<file path="config.mk">
export PLATFORM = sky130hd
export DESIGN_NAME = conv3x3_window_gen
export DESIGN_NICKNAME = d
export VERILOG_FILES = /design/src/rtl/conv3x3_window_gen.sv
export SDC_FILE = /design/constraint.sdc
export NUM_CORES = 1
export LEC_CHECK = 0
export CAP_MARGIN = 10
export CORE_MARGIN = 2
export CORE_UTILIZATION = 25
export CTS_CLUSTER_DIAMETER = 30
export DETAILED_ROUTE_END_ITERATION = 7
export SLEW_MARGIN = 20
export SYNTH_ARGS = -nofsm -noshare
export SYNTH_HDL_FRONTEND = slang
export SYNTH_SLANG_ARGS = --single-unit
</file>
<file path="constraint.sdc">
create_clock -name clk -period 3.8 [get_ports clk]
set_input_delay 0.76 -clock clk [delete_from_list [all_inputs] [get_ports clk]]
set_output_delay 0.76 -clock clk [all_outputs]
set_load 0.005 [all_outputs]
</file>
<file path="src/rtl/conv3x3_window_gen.sv">
// Streaming 3x3 sliding-window generator: two line buffers plus a 3x3 column shift register.
// Optional macro WINGEN_STRIDE2_EN adds a stride2 input that emits only every other window position.
module conv3x3_window_gen #(
  parameter int DATA_W = 8,
  parameter int IMG_W  = 16,
  parameter int IMG_H  = 16
) (
  input  logic                   clk,
  input  logic                   rst_n,
`ifdef WINGEN_STRIDE2_EN
  input  logic                   stride2,
`endif
  input  logic                   pix_valid,
  output logic                   pix_ready,
  input  logic signed [DATA_W-1:0] pix_data,
  output logic                   win_valid,
  input  logic                   win_ready,
  output logic [DATA_W*9-1:0]    window_flat,
  output logic                   win_last
);

  localparam int XW = (IMG_W > 1) ? $clog2(IMG_W) : 1;
  localparam int YW = (IMG_H > 1) ? $clog2(IMG_H) : 1;
  localparam logic [XW-1:0] X_MAX = XW'(IMG_W - 1);
  localparam logic [YW-1:0] Y_MAX = YW'(IMG_H - 1);
  localparam logic [XW-1:0] X_TWO = XW'(2);
  localparam logic [YW-1:0] Y_TWO = YW'(2);
`ifdef WINGEN_STRIDE2_EN
  localparam logic [XW-1:0] X_LAST2 = XW'(2 * ((IMG_W - 3) / 2) + 2);
  localparam logic [YW-1:0] Y_LAST2 = YW'(2 * ((IMG_H - 3) / 2) + 2);
`endif

  logic [XW-1:0]     x_reg, x_next;
  logic [YW-1:0]     y_reg, y_next;
  logic [DATA_W-1:0] lb0 [IMG_W];
  logic [DATA_W-1:0] lb1 [IMG_W];
  logic [DATA_W-1:0] sr_reg  [9];
  logic [DATA_W-1:0] sr_next [9];
  logic [DATA_W-1:0] col_new [3];
  logic [DATA_W*9-1:0] flat_next;
  logic accept, emit, last_pos;

  assign pix_ready = !win_valid || win_ready;
  assign accept    = pix_valid && pix_ready;

  // Incoming column, top to bottom: row y-2, row y-1, current pixel.
  assign col_new[0] = lb1[x_reg];
  assign col_new[1] = lb0[x_reg];
  assign col_new[2] = pix_data;

  generate
    for (genvar gi = 0; gi < 9; gi++) begin : g_shift
      if (gi % 3 == 2) begin : g_new_col
        assign sr_next[gi] = col_new[gi / 3];
      end else begin : g_old_col
        assign sr_next[gi] = sr_reg[gi + 1];
      end
      assign flat_next[gi*DATA_W +: DATA_W] = sr_next[gi];
    end
  endgenerate

  always_comb begin
    x_next = x_reg;
    y_next = y_reg;
    if (accept) begin
      if (x_reg == X_MAX) begin
        x_next = '0;
        y_next = (y_reg == Y_MAX) ? '0 : y_reg + 1'b1;
      end else begin
        x_next = x_reg + 1'b1;
      end
    end
  end

  always_comb begin
    emit     = (x_reg >= X_TWO) && (y_reg >= Y_TWO);
    last_pos = (x_reg == X_MAX) && (y_reg == Y_MAX);
`ifdef WINGEN_STRIDE2_EN
    // x-2 and y-2 even is the same as x and y even.
    if (stride2) begin
      emit     = emit && !x_reg[0] && !y_reg[0];
      last_pos = (x_reg == X_LAST2) && (y_reg == Y_LAST2);
    end
`endif
  end

  always_ff @(posedge clk) begin
    if (!rst_n) begin
      x_reg       <= '0;
      y_reg       <= '0;
      win_valid   <= 1'b0;
      win_last    <= 1'b0;
      window_flat <= '0;
    end else begin
      x_reg <= x_next;
      y_reg <= y_next;
      // A fresh load takes priority over the downstream consuming the old window.
      if (accept && emit) begin
        window_flat <= flat_next;
        win_last    <= last_pos;
        win_valid   <= 1'b1;
      end else if (win_ready) begin
        win_valid <= 1'b0;
      end
    end
  end

  // Data-path storage carries no reset; stale contents never reach an emitted window.
  always_ff @(posedge clk) begin
    if (accept) begin
      lb1[x_reg] <= lb0[x_reg];
      lb0[x_reg] <= pix_data;
      for (int i = 0; i < 9; i++) sr_reg[i] <= sr_next[i];
    end
  end

endmodule
</file>
## Yosys cells after proc, flatten, opt, wreduce, memory -nomap -nowiden

Memories as Yosys holds them, arrays and structs flattened. A register that Yosys moved wholly into a read port is not among the register bits.
Cells that the tools add are included.

| word-level totals | value |
|---|---|
| bits in registers | 82 |
| latch bits | 0 |
| RAM bits | 328 |
| ROM bits | 0 |
| output and inout bits | 75 |
| logic and storage cells | 32 |
| memories | 3 |

| cells by class | value |
|---|---|
| $add $sub $neg | 2 |
| multiply operators | 0 |
| div/mod/pow operators | 0 |
| magnitude comparators | 2 |
| equality and inequality tests | 2 |
| shift operators | 0 |
| multiplexer cells | 10 |
| bitwise gates (word level) | 0 |
| reduce and logical (&&, ||, !) cells | 8 |

Memories:

| memory | words | width | read ports | clocked after memory_dff | wr ports | line | text |
|---|---|---|---|---|---|---|---|
| lb0 | 16 | 8 | 1 | 1 | 1 | 35 | `logic [DATA_W-1:0] lb0 [IMG_W];` |
| lb1 | 16 | 8 | 1 | 1 | 1 | 36 | `logic [DATA_W-1:0] lb1 [IMG_W];` |
| sr_reg | 9 | 8 | 6 | 0 | 9 | 37 | `logic [DATA_W-1:0] sr_reg [9];` |

Operators with widths:

| operator | number |
|---|---|
| 4-bit two-way mux | 6 |
| 4-bit by 1-bit adder with 4-bit output (second input constant) | 2 |
| 4-bit equality test (second input constant) | 2 |
| 4-bit by 2-bit greater-or-equal comparator with 1-bit output (second input constant) | 2 |
| 1-bit logical AND | 4 |
| 1-bit two-way mux | 4 |
| 2-bit AND reduction | 1 |
| 2-bit nonzero test | 1 |
| 1-bit logical NOT | 1 |
| 1-bit logical OR | 1 |

## Longest topological paths before layout

| logic depth | value |
|---|---|
| depth in word-level cells | 5 |
| mapped depth | 8 |

## Worst setup path before layout

No wires, ideal clock.

| timing | value |
|---|---|
| path type | input to register |
| start | input port pix_valid |
| end | memory sr_reg[1][0] (enable) |
| setup time | 0.402 ns |
| arrival | 2.184 ns |
| data required time | 3.398 ns |
| slack | 1.214 ns |
| stages | 3 |
| buffers on the path | 1 |
| cells stage by stage | clkbuf_1 -> nand2_1 -> inv_1 |

RTL lines:

| what | line | text |
|---|---|---|
| from (decl) | 13 | `input logic pix_valid,` |
| to (decl) | 37 |  |

## Worst setup path in the final report

| timing | value |
|---|---|
| start | input port win_ready |
| end | output port pix_ready |

| between the ends | value |
|---|---|
| word-level cells in the longest chain between the ends | 1 |

RTL lines:

| what | line | text |
|---|---|---|
| from (decl) | 17 | `input logic win_ready,` |
| 1-bit logical OR | 43 | `assign pix_ready = !win_valid \|\| win_ready;` |
| to (decl) | 14 | `output logic pix_ready,` |

No other way between the ends.

==> results_dict.tcl <==
set metrics [dict create \
    synthAdderAreaFrac_pct 0.5226 \
    synth-seq-area-share_pct 75.53 \
    fp.coreArea_sq_um 56600 \
    cts-root-buf "clkbuf_16" \
    place_congestion 0.7845 \
    tightest_slew_ps 1031 \
    dpl.hpwl_um 20870 \
    wl_per_cell_um 18.85 \
    hold_depth 0 \
    fmax_ghz 0.3614 \
    die-area_sq_um 59400 \
    finClkSkew_ps 29.43 \
    vias 7879 \
    antenna_found_initial 0 \
    layout-drive-gt1-share_pct 22.78 \
    path_class "primary input to primary output" \
    intPower_w 0.009325 \
    synth_top_family_by_area "multiplexers" \
    grt_max_degree 58 \
    die_x_um 243.7 \
    area_growth_pct 31.07 \
    diodes 0 \
    synth_seq_cells 390 \
    cts_sinks 390 \
    synth_compound_area_share_pct 5.478 \
    setup_tns_ps 0 \
    grt_usage_pct 11.46 \
    cts_resized 0 \
    cp.arrival_ps 2010 \
    first_pass_iters 5 \
    leakage_nw 6.066 \
    path_max_fanout 5 \
    yosysUniqueCellTypes 36 \
    min_period_ps 2767 \
    drv_slew 0 \
    ir_drop_mv 0.3035 \
    io_buffers 86 \
    largest_registers "lb0 x128, lb1 x128, window_flat x72" \
    synth_edf_count 304 \
    cts_setup_buffers 0 \
    start_util_pct 25.38 \
    switching_share_pct 21.91 \
    setup_viol 0 \
    maxCapViolations 0 \
    powerDensity_nw_per_um2 634.2 \
    synthSimpleGateAreaFrac_pct 5.905 \
    clockPowerShare_pct 56.3 \
    reg2reg_depth 3 \
    synth_fp_nets 856 \
    ant_nets 0 \
    htreeDepth 3 \
    synthFlopType "edfxtp_1" \
    ctsLongestPathBuffers 3 \
    hold_violations 0 \
    ioPinCount 87 \
    avgSynthCellArea_sq_um 17.14 \
    hold_path_class "register to register" \
    synth_common_cells "edfxtp_1 (304), nand2_1 (148), dfxtp_1 (86)" \
    rsz0062_at_grt "false" \
    switchingPower_w 0.002617 \
    power_w 0.01194 \
    nFillCells 5389 \
    grt_overflow 0 \
    relSlewSlack_pct 30.96 \
    fin_area_sq_um 18830 \
    cp.required_ps 3040 \
    drt_iter0_drc 626 \
    start_kind "primary input" \
    wl_um 34200 \
    placementRows 87 \
    grt_pass1_vias 8146 \
    cts_buffers 78 \
    synth_xor_area_share_pct 0.1219 \
    crit_path_end_kind "primary output" \
    p_seq_share_pct 40.4 \
    synth_top_area_share_pct 63.54 \
    combPwrFrac_pct 3.4 \
    synth-async-reset-ratio_pct 0 \
    clk_pin_slew_ps 50 \
    syn_inst 838 \
    post-route-period-util_pct 72.82 \
    cts_hold_buffers 0 \
    drc_errors 0 \
    cts_tree "yes" \
    synth_warnings 0 \
    yosysTopAreaCell "edfxtp_1" \
    grt_first_pass_wirelength_um 51130 \
    viasPerCell 4.343 \
    outcome "complete, no violations" \
    die-height_um 243.7 \
    syn-cell-area_sq_um 14370 \
    dpl-instance-area_sq_um 16170 \
    finalNetCount 1012 \
    synth_mux_area_share_pct 10.03 \
    synth.most_common_cell "edfxtp_1" \
    clock_latency_ps 590 \
    ys_top_cells_by_area "edfxtp_1 (64%), dfxtp_1 (12%), mux4_2 (10%), nand2_1 (3.9%), a21oi_1 (2.8%)" \
]
==> cells by family after synthesis <==
| group | after synthesis |
|---|---|
| flip-flops | 390 |
| AND/OR/NAND/NOR | 191 |
| AO/OA/AOI/OAI | 132 |
| multiplexers | 64 |
| buffers and inverters | 53 |
| adder cells (fa/ha/maj) | 6 |
| XOR/XNOR | 2 |
==> cell usage in the layout (no fill, tap or decap), drive strengths merged, types with 3 or more instances in the layout <==
cell type and count:
dfxtp 86, ha 6, a21o 16, clkbuf 87, a22oi 32, nand2 148, inv 16, bufinv 8
clkinv 28, a21oi 80, clkdlybuf4s50 86, clkinvlp 12, and3 3, edfxtp 304, and2 17, mux4 64
nor2 4, buf 36, nand4 3
==> through the flow <==
step | instances | setup slack [ps] | utilization [%] | hold WS [ps]
detailed placement | 1670 | 856.8 | 28.57 | 434.1
global route | 1814 | 829.8 | 33.26 | 455.1
floorplan | 838 | 1214 | - | 426.2
finish | 1814 | 1033 | 33.26 | 441.7
global placement | 1670 | 833.2 | 28.57 | 435.1
CTS | 1814 | 970.3 | 33.26 | 444.2
==> critical path, cell delays in order <==
cell and delay, ps:
clkdlybuf4s50_1 450, nand2b_1 230, clkdlybuf4s50_1 560
==> power groups by stage <==
| stage | Sequential (W) | Combinational, W | Clock (W) |
|---|---|---|---|
| after floorplan | 0.00488 | 0.000199 | 0 |
| after global placement | 0.00489 | 0.000396 | 0 |
| after detailed placement | 0.00490 | 0.000405 | 0 |
| after CTS | 0.00482 | 0.000407 | 0.00683 |
| after global routing | 0.00482 | 0.000433 | 0.00705 |
| final | 0.00482 | 0.000401 | 0.00672 |
==> layout make-up <==
cell class	instances	area [sq um]	share of cell area (%)
Multi-Input combinational cell	395	3174	16.86
Clock inverter	57	631.9	3.356
Clock buffer	87	2027	10.76
Timing Repair Buffer	122	1169	6.206
Tap cell	756	945.9	5.024
Inverter	7	26.28	0.1395
Sequential cell	390	10860	57.65
==> routing by layer <==
metal	up-vias	share of wire, %	GRT usage (%)
li1	3555	-	-
met1	4006	43	14.94
met2	265	48	18.52
met3	53	7.4	3.184
met4	0	1.8	3.551
met5	-	0	0
==> path summary, 6_finish.rpt <==
| kind | slack, ps | from | end |
|---|---|---|---|
| max | 1030 | win_ready | pix_ready |
| min | 440 | sr_reg[8][0] | sr_reg[7][0] |
| max reg2reg | 1050 | register | sr_reg[5][0] |
| min reg2reg | 440 | sr_reg[8][0] | sr_reg[7][0] |
(Power assumes the default switching activity.)
